File: src/rtl/sum_acc_pkg.sv
// Shared types and constants for the sum_accumulator block.
// Holds the FSM state encoding and the width of one adder beat ({c_out, s[3:0]}).
package sum_acc_pkg;

   // Control states of the burst accumulator
   typedef enum logic [1:0] {
      IDLE  = 2'd0,
      ACCUM = 2'd1,
      DONE  = 2'd2
   } state_t;

   // One incoming beat is {carry-out, 4-bit sum}: values 0..31
   localparam int OPND_W = 5;

endpackage : sum_acc_pkg

File: src/rtl/sum_accumulator_acc_adder.sv
// Ripple-carry adder used by sum_accumulator to add each beat into the running total.
// full_adder is the one-bit cell; acc_adder chains WIDTH of them, and its c_out is
// the carry out of the top bit, which the accumulator treats as overflow.
module full_adder (
   input  logic a,
   input  logic b,
   input  logic c_in,
   output logic s,
   output logic c_out
);

   // Single-bit sum and carry
   always_comb begin
      s     = a ^ b ^ c_in;
      c_out = (a & b) | (a & c_in) | (b & c_in);
   end

endmodule : full_adder

module acc_adder #(
   parameter int WIDTH = 8
) (
   input  logic [WIDTH-1:0] a,
   input  logic [WIDTH-1:0] b,
   input  logic             c_in,
   output logic [WIDTH-1:0] s,
   output logic             c_out
);

   // carry[i] feeds bit i; carry[WIDTH] leaves the top bit
   logic [WIDTH:0] carry;

   assign carry[0] = c_in;
   assign c_out    = carry[WIDTH];

   generate
      for (genvar gi = 0; gi < WIDTH; gi++) begin : g_bit
         full_adder u_fa (
            .a     (a[gi]),
            .b     (b[gi]),
            .c_in  (carry[gi]),
            .s     (s[gi]),
            .c_out (carry[gi+1])
         );
      end
   endgenerate

endmodule : acc_adder

File: src/rtl/sum_accumulator.sv
// sum_accumulator: collects a burst of COUNT_MAX {c_out, sum} beats from the 4-bit
// adder into an ACC_W-bit total, then pulses done for one cycle.
// Build option SUM_ACC_SAT_EN: when defined, acc saturates to all-ones on overflow
// for the remainder of the burst; otherwise acc wraps modulo 2^ACC_W.
// overflow is sticky per burst in both builds.
// All outputs come from registers or from the state register alone.
module sum_accumulator
   import sum_acc_pkg::*;
#(
   parameter int ACC_W     = 8,
   parameter int COUNT_MAX = 4
) (
   input  logic             clk,
   input  logic             reset,
   input  logic             start,
   input  logic             in_valid,
   output logic             in_ready,
   input  logic [3:0]       in_sum,
   input  logic             in_cout,
   output logic [ACC_W-1:0] acc,
   output logic             overflow,
   output logic             busy,
   output logic             done
);

   localparam int CNT_W = $clog2(COUNT_MAX + 1);
   localparam logic [CNT_W-1:0] LAST_BEAT = CNT_W'(COUNT_MAX - 1);

   state_t            state;
   state_t            state_next;
   logic [CNT_W-1:0]  count;
   logic [ACC_W-1:0]  operand;
   logic [ACC_W-1:0]  sum_next;
   logic              carry_out;
   logic              beat;

   // Zero-extend the 5-bit beat to the accumulator width
   assign operand = {{(ACC_W - OPND_W){1'b0}}, in_cout, in_sum};
   assign beat    = in_valid && in_ready;

   acc_adder #(
      .WIDTH (ACC_W)
   ) u_adder (
      .a     (acc),
      .b     (operand),
      .c_in  (1'b0),
      .s     (sum_next),
      .c_out (carry_out)
   );

   // State register
   always_ff @(posedge clk or posedge reset) begin
      if (reset) begin
         state <= IDLE;
      end else begin
         state <= state_next;
      end
   end

   // Next-state logic: start only matters in IDLE, beats only in ACCUM
   always_comb begin
      state_next = state;
      case (state)
         IDLE:    if (start) state_next = ACCUM;
         ACCUM:   if (beat && (count == LAST_BEAT)) state_next = DONE;
         DONE:    state_next = IDLE;
         default: state_next = IDLE;
      endcase
   end

   // Outputs decoded from the state register only
   always_comb begin
      in_ready = 1'b0;
      busy     = 1'b0;
      done     = 1'b0;
      case (state)
         ACCUM: begin
            in_ready = 1'b1;
            busy     = 1'b1;
         end
         DONE:    done = 1'b1;
         default: ;
      endcase
   end

   // Datapath: clear on an accepted start, add each accepted beat, hold otherwise
   always_ff @(posedge clk or posedge reset) begin
      if (reset) begin
         acc      <= '0;
         count    <= '0;
         overflow <= 1'b0;
      end else begin
         if ((state == IDLE) && start) begin
            acc      <= '0;
            count    <= '0;
            overflow <= 1'b0;
         end else if (beat) begin
            count    <= count + CNT_W'(1);
            overflow <= overflow | carry_out;
`ifdef SUM_ACC_SAT_EN
            acc      <= (overflow | carry_out) ? '1 : sum_next;
`else
            acc      <= sum_next;
`endif
         end
      end
   end

endmodule : sum_accumulator
File: config.mk
export PLATFORM = sky130hd
export DESIGN_NAME = sum_accumulator
export DESIGN_NICKNAME = d
export VERILOG_FILES = /design/src/rtl/sum_acc_pkg.sv /design/src/rtl/sum_accumulator_acc_adder.sv /design/src/rtl/sum_accumulator.sv
export SDC_FILE = /design/constraint.sdc
export NUM_CORES = 1
export LEC_CHECK = 0
export CAP_MARGIN = 20
export CELL_PAD_IN_SITES_DETAIL_PLACEMENT = 1
export CELL_PAD_IN_SITES_GLOBAL_PLACEMENT = 1
export CORE_UTILIZATION = 47
export CTS_CLUSTER_SIZE = 12
export DETAILED_ROUTE_END_ITERATION = 10
export DONT_BUFFER_PORTS = 1
export PLACE_DENSITY_LB_ADDON = 0.25
export RECOVER_POWER = 100
export SYNTH_ARGS = -nofsm -noshare
export SYNTH_HDL_FRONTEND = slang
export SYNTH_SLANG_ARGS = --single-unit
File: constraint.sdc
create_clock -name clk -period 3 [get_ports clk]
set_input_delay 0.15 -clock clk [delete_from_list [all_inputs] [get_ports clk]]
set_output_delay 0.15 -clock clk [all_outputs]
set_load 0.05 [all_outputs]
# Yosys cells after proc, flatten, opt, wreduce, memory -nomap -nowiden
# Index checks and enable logic that the tools add are counted.
[totals] register_bits=14 in_bits=9 out_inout_bits=12 elab_cells=64
[op_classes] n_addsub=1 n_eq_ne=5 n_mux=11 n_bitwise=37 n_reduce_logical=6
[op_table] cell="$and 1x1->1" n=16
[op_table] cell="$mux 8" n=2
[op_table] cell="$xor 1x1->1" n=12
[op_table] cell="$or 1x1->1" n=9
[op_table] cell="$mux 3" n=2
[op_table] cell="$mux 1" n=4
[op_table] cell="$mux 2" n=2
[op_table] cell="$ne 2x2->1 const B" n=2
[op_table] cell="$pmux 2 s2" n=1
[op_table] cell="$add 3x1->3 const B" n=1
[op_table] cell="$eq 3x2->1 const B" n=1
[op_table] cell="$logic_and 1x1->1" n=3
[op_table] cell="$eq 2x1->1 const B" n=1
[op_table] cell="$eq 2x2->1 const B" n=1
[op_table] cell="$logic_not 2->1" n=1
[op_table] cell="$reduce_and 2->1" n=1
[op_table] cell="$reduce_bool 2->1" n=1

# Depth between registers and ports, before layout
[logic_depth] depth_word=19 ltp_mapped=12

# By module
# From an unflattened synthesis, not the netlist that was laid out.
[hier_totals] cells_unflattened=89 hier_area_um2=994.7
[modules_own_cells] module="sum_accumulator" n_inst=1 cells_per_inst=81 area_per_inst_um2=834.6 seq_area_each_um2=350.3
[modules_own_cells] module="full_adder" n_inst=8 cells_per_inst=1 area_per_inst_um2=20.0 seq_area_each_um2=0.0

# Worst setup path before layout
# No wires, ideal clock.
[synth_timing] path_type="reg-to-reg" from="reg acc[0]" to="reg acc[7]" t_arrival_ns=2.482 path_slack_ns=0.388 path_stages_with_launch=13 n_path_buf=0 synth_period_minus_slack_ns=2.612 cell_sequence="dfrtp_1 ha_1 fa_1 inv_1 fa_1 fa_1 fa_1 inv_1 ha_1 ha_1 ha_1 nand2_1 o221ai_2"
[synth_between] elab_chain_cells=18
[synth_rtl] item="start: declaration" line="sum_accumulator.sv:20" source="output logic [ACC_W-1:0] acc,"
[synth_rtl] item="start signal: assignment" line="sum_accumulator.sv:103" source="acc <= sum_next;"
[synth_rtl] item="$and 1x1->1 (*)" line="sum_accumulator_acc_adder.sv:15" source="c_out = (a & b) | (a & c_in) | (b & c_in);"
[synth_rtl] item="$and 1x1->1" line="sum_accumulator_acc_adder.sv:15"
[synth_rtl] item="$or 1x1->1" line="sum_accumulator_acc_adder.sv:15"
[synth_rtl] item="$or 1x1->1 (*)" line="sum_accumulator_acc_adder.sv:15"
[synth_rtl] item="$and 1x1->1" line="sum_accumulator_acc_adder.sv:15"
[synth_rtl] item="$or 1x1->1" line="sum_accumulator_acc_adder.sv:15"
[synth_rtl] item="$or 1x1->1 (*)" line="sum_accumulator_acc_adder.sv:15"
[synth_rtl] item="$and 1x1->1" line="sum_accumulator_acc_adder.sv:15"
[synth_rtl] item="$or 1x1->1" line="sum_accumulator_acc_adder.sv:15"
[synth_rtl] item="$or 1x1->1 (*)" line="sum_accumulator_acc_adder.sv:15"
[synth_rtl] item="$and 1x1->1" line="sum_accumulator_acc_adder.sv:15"
[synth_rtl] item="$or 1x1->1" line="sum_accumulator_acc_adder.sv:15"
[synth_rtl] item="$or 1x1->1 (*)" line="sum_accumulator_acc_adder.sv:15"
[synth_rtl] item="$and 1x1->1 (*) (2 in a row)" line="sum_accumulator_acc_adder.sv:15"
[synth_rtl] item="$xor 1x1->1 (*)" line="sum_accumulator_acc_adder.sv:14" source="s = a ^ b ^ c_in;"
[synth_rtl] item="$mux 8 (*)" line="sum_accumulator.sv:97" source="end else if (beat) begin"
[synth_rtl] item="$mux 8 (*)" line="sum_accumulator.sv:93" source="if ((state == IDLE) && start) begin"
# Mark *: on every way between the ends. The rest lies on a longest branch, timed or not. The select of a mux whose other input is x is not followed.
# A chain may end at the register's enable or synchronous reset.

# Worst setup path after layout
[layout_timing] from="reg acc[0]" to="reg overflow"
[layout_between] elab_chain_cells=19
[layout_rtl] item="$and 1x1->1 (*)" line="sum_accumulator_acc_adder.sv:15"
[layout_rtl] item="$and 1x1->1" line="sum_accumulator_acc_adder.sv:15"
[layout_rtl] item="$or 1x1->1" line="sum_accumulator_acc_adder.sv:15"
[layout_rtl] item="$or 1x1->1 (*)" line="sum_accumulator_acc_adder.sv:15"
[layout_rtl] item="$and 1x1->1" line="sum_accumulator_acc_adder.sv:15"
[layout_rtl] item="$or 1x1->1" line="sum_accumulator_acc_adder.sv:15"
[layout_rtl] item="$or 1x1->1 (*)" line="sum_accumulator_acc_adder.sv:15"
[layout_rtl] item="$and 1x1->1" line="sum_accumulator_acc_adder.sv:15"
[layout_rtl] item="$or 1x1->1" line="sum_accumulator_acc_adder.sv:15"
[layout_rtl] item="$or 1x1->1 (*)" line="sum_accumulator_acc_adder.sv:15"
[layout_rtl] item="$and 1x1->1" line="sum_accumulator_acc_adder.sv:15"
[layout_rtl] item="$or 1x1->1" line="sum_accumulator_acc_adder.sv:15"
[layout_rtl] item="$or 1x1->1 (*)" line="sum_accumulator_acc_adder.sv:15"
[layout_rtl] item="$and 1x1->1 (*) (3 in a row)" line="sum_accumulator_acc_adder.sv:15"
[layout_rtl] item="$or 1x1->1 (*)" line="sum_accumulator.sv:99" source="overflow <= overflow | carry_out;"
[layout_rtl] item="$mux 1 (*)" line="sum_accumulator.sv:97"
[layout_rtl] item="$mux 1 (*)" line="sum_accumulator.sv:93"
[layout_rtl] item="end signal: assignment" line="sum_accumulator.sv:99"
[layout_rtl] item="end: declaration" line="sum_accumulator.sv:21" source="output logic overflow,"
# Marks and branches as above.

==> out/qor.txt <==
================================================================================
Outcome ........................................................... finished, final reports clean
Part of the total power dissipated in sequential elements .........        40.5%
Total Neg Setup Slack .............................................         0 ns
Wire length per cell ..............................................      16.9 um
Endpoint of the worst hold-timing path ............................     state[1]
Data required time at the worst endpoint ..........................      3.18 ns
Worst skew pair latency ...........................................      0.28 ns
Gate power share ..................................................        50.3%
Worst reg2reg endpoint ............................................     overflow
Worst setup EP type ...............................................    flip-flop
Clock network fraction of total power .............................         9.2%
Maximum number of pins on one net before global-route repair ......           27
Final hold violation count ........................................            0
Switching Share ...................................................        55.2%
Proportion of layout cells with a drive suffix above 1 ............        10.4%
Core region area ..................................................  0.00202 mm2
Total number of nets in the final design ..........................          117
Area added between synthesis and finish ...........................       -4.65%
Horizontal extent of the die ......................................      49.3 um
TritonCTS buffer count ............................................            3
Grt total ovfl ....................................................            0
Sinks on the clock net ............................................           14
Source of the worst register-to-register timing path ..............       acc[0]
Effective utilization at floorplan ................................        51.9%
Post-synth design cell area .......................................  0.00105 mm2
Peak clock frequency supported by timing ..........................      358 MHz
Final max-slew violation count ....................................            0
Reg2Reg Depth .....................................................           12
Top post-synthesis cells by area .................................. sky130_fd_sc_hd__dfrtp_1 (33%), sky130_fd_sc_hd__o221ai_2 (8.6%), sky130_fd_sc_hd__fa_1 (7.6%)
Per-instance average area after synthesis .........................     10.6 um2
Maximum clock skew at final layout ................................   0.00795 ns
Port Buffers ......................................................            0
Crit-path max FO ..................................................            2
Warning count from the yosys run ..................................            0
Number of vias after detailed routing .............................          697
Top library cells by usage in the layout, fill and taps aside ..... sky130_fd_sc_hd__inv_1 (17), sky130_fd_sc_hd__dfrtp_1 (14), sky130_fd_sc_hd__nand2_1 (8)
Net count after synthesis .........................................          118
Leading cell type in the layout, fill and taps excluded ........... sky130_fd_sc_hd__inv_1
Multi-input gate area in the final layout .........................      492 um2
Clock period minus final worst setup slack ........................      2.79 ns
Synthesized instance count ........................................           99
Proportion of synthesized chip area in sequential cells ...........        33.4%
Post-synth top area cell .......................................... sky130_fd_sc_hd__dfrtp_1
Die Height ........................................................      49.3 um
Antenna fix cells .................................................            0
Leakage ...........................................................  0.000490 uW
Setup Viol. Count Final ...........................................            0
Slew at the pin closest to its max-slew limit .....................      1.16 ns
Reg2reg setup slack ...............................................      0.21 ns
Sort of element at the start of the critical path .................    flip-flop
Die Outline Area ..................................................  0.00243 mm2
DRC violation count after routing .................................            0
Clk pin slew, worst setup/hold paths ..............................      0.09 ns
I/O pin total .....................................................           21
H-tree depth ......................................................            1
Routability-driven placement congestion ratio .....................        0.714
Clock buffer depth ................................................            2
Global-route usage over all layers ................................        20.1%
Number of register bits inferred by synthesis .....................           14
Power density cells ...............................................  1180 mW/mm2
Clock root buffer ................................................. sky130_fd_sc_hd__clkbuf_4
Cell area after placement .........................................  0.00102 mm2
RSZ-0062 raised after global routing ..............................           no
Net switching power figure ........................................       651 uW
TritonCTS clock tree ..............................................          yes
Residual antenna-violating net count after detailed routing .......            0
HP Class ..........................................................       in2reg
Number of DRC markers after the initial detailed-route iteration ..           10
Max-slew headroom at the worst pin ................................        23.1%
Total length of routed wires ......................................      2.08 mm
Number of antenna violations at the first check in global routing .            0
Unique masters post-synth .........................................           25
Sequential cell area ..............................................      350 um2
Number of iterations in the first detailed-routing pass ...........            4
Count of cells along the worst hold path ..........................            1
# resized after CTS ...............................................            0
Period Utilization, post-route ....................................        93.0%
Via count of the first global-routing pass ........................          745
Half-perimeter wire length after detailed placement ...............      1.40 mm
Peak ir drop on the vdd network ...................................   0.000631 V
Vias per cell .....................................................         5.67
Max-capacitance violation count ...................................            0
Fillers ...........................................................          235
Internal Power ....................................................       528 uW
Global-route wire length before repair ............................      3.66 mm
Fraction of synthesized cell area taken by the top area cell type .        33.4%
Total power .......................................................      1180 uW
Arrival time reported for the critical path endpoint ..............      2.98 ns
Standard-cell rows ................................................           16
Hold path start ...................................................     in_valid
Area of all placed cells without fillers ..........................  0.00100 mm2
Critical setup path kind ..........................................      reg2reg
================================================================================
==> what timing repair did <==
| action | CTS | global route |
|---|---|---|
| buffers inserted | 0 | 0 |
| endpoints found under the setup margin | 0 | 0 |
| hold buffers | 2 | 0 |
| hold endpoints to repair | 15 | 0 |
==> metrics by stage <==
stage,setup slack [ns],hold slack [ns],cells,utilization (%)
after global placement,0.308,0.124,118,50.4
final,0.209,0.0361,123,49.5
after floorplan,0.388,0.0392,99,-
after detailed placement,0.197,0.129,118,50.4
after global routing,0.0549,0.0352,123,49.5
after CTS,0.178,0.0335,123,52.5
==> state kept, by name, indices dropped and copies added, names as in the netlist <==
| signal | flops |
|---|---|
| acc | 8 |
| count | 3 |
| overflow | 1 |
| state | 2 |
==> Yosys cell counts <==
| cell | instances |
|---|---|
| sky130_fd_sc_hd__dfrtp_1 | 14 |
| sky130_fd_sc_hd__buf_2 | 1 |
| sky130_fd_sc_hd__ha_1 | 6 |
| sky130_fd_sc_hd__and2_2 | 1 |
| sky130_fd_sc_hd__and3_2 | 1 |
| sky130_fd_sc_hd__nor2b_1 | 2 |
| sky130_fd_sc_hd__nand3b_1 | 6 |
| sky130_fd_sc_hd__nand2_1 | 8 |
| sky130_fd_sc_hd__and2b_2 | 1 |
| sky130_fd_sc_hd__and2b_1 | 1 |
| sky130_fd_sc_hd__buf_6 | 2 |
| sky130_fd_sc_hd__o21ba_4 | 1 |
| sky130_fd_sc_hd__inv_1 | 17 |
| sky130_fd_sc_hd__o221ai_1 | 1 |
| sky130_fd_sc_hd__a221o_1 | 5 |
| sky130_fd_sc_hd__buf_4 | 10 |
| sky130_fd_sc_hd__nor2_1 | 4 |
| sky130_fd_sc_hd__o221ai_2 | 6 |
| sky130_fd_sc_hd__and3b_2 | 2 |
| sky130_fd_sc_hd__o21bai_2 | 1 |
| sky130_fd_sc_hd__and4bb_1 | 1 |
| sky130_fd_sc_hd__fa_1 | 4 |
| sky130_fd_sc_hd__a31oi_1 | 1 |
| sky130_fd_sc_hd__or2b_4 | 1 |
| sky130_fd_sc_hd__and3b_1 | 2 |
==> area by class of cell <==
cell class | instances | share of cell area (%)
inverters | 17 | 6.38
clock buffers | 3 | 2.25
flip-flops and latches | 14 | 35.0
repair buffers | 7 | 3.88
multi-input cells | 55 | 49.1
well taps | 27 | 3.38
==> critical path, stage by stage, from the launching register on <==
cell and delay [ns]:
sky130_fd_sc_hd__dfrtp_1 0.36, sky130_fd_sc_hd__ha_1 0.16, sky130_fd_sc_hd__fa_1 0.16, sky130_fd_sc_hd__inv_1 0.05, sky130_fd_sc_hd__fa_1 0.38, sky130_fd_sc_hd__fa_1 0.40, sky130_fd_sc_hd__fa_1 0.38, sky130_fd_sc_hd__inv_1 0.07
sky130_fd_sc_hd__ha_1 0.15, sky130_fd_sc_hd__ha_1 0.15, sky130_fd_sc_hd__ha_1 0.15, sky130_fd_sc_hd__nand2_1 0.07, sky130_fd_sc_hd__o221ai_1 0.23
==> logic make-up (layout without fill, tap and decap cells) <==
family,count (synthesis),after routing,synth area share [%]
fa+ha+maj,10,10,14.8
flops,14,14,33.4
compound gates,15,15,17.4
simple gates,30,30,18.6
buf+inv,30,27,15.9
==> power by group through the flow <==
stage	Combinational [uW]	Sequential, uW	Clock (uW)
finish	593	478	108
global route	665	495	119
CTS	677	481	112
detailed placement	661	486	0
global placement	638	480	0
floorplan	745	351	0
==> worst max path at each step <==
stage,cells past startpoint,startpoint,to
CTS,12,acc[0],overflow
finish,12,acc[0],overflow
detailed placement,12,acc[0],acc[7]
global route,12,acc[0],overflow
floorplan,12,acc[0],acc[7]
global placement,12,acc[0],acc[7]
==> per-layer routing <==
| layer | share of wire (%) | GRT usage, % | up-vias |
|---|---|---|---|
| li1 | - | - | 324 |
| met4 | 0.72 | 7.35 | 0 |
| met1 | 49 | 26.7 | 356 |
| met2 | 47 | 32.2 | 15 |
| met5 | 0 | 0 | - |
| met3 | 3.6 | 4.05 | 2 |
Power figures use the tool's default switching activity.
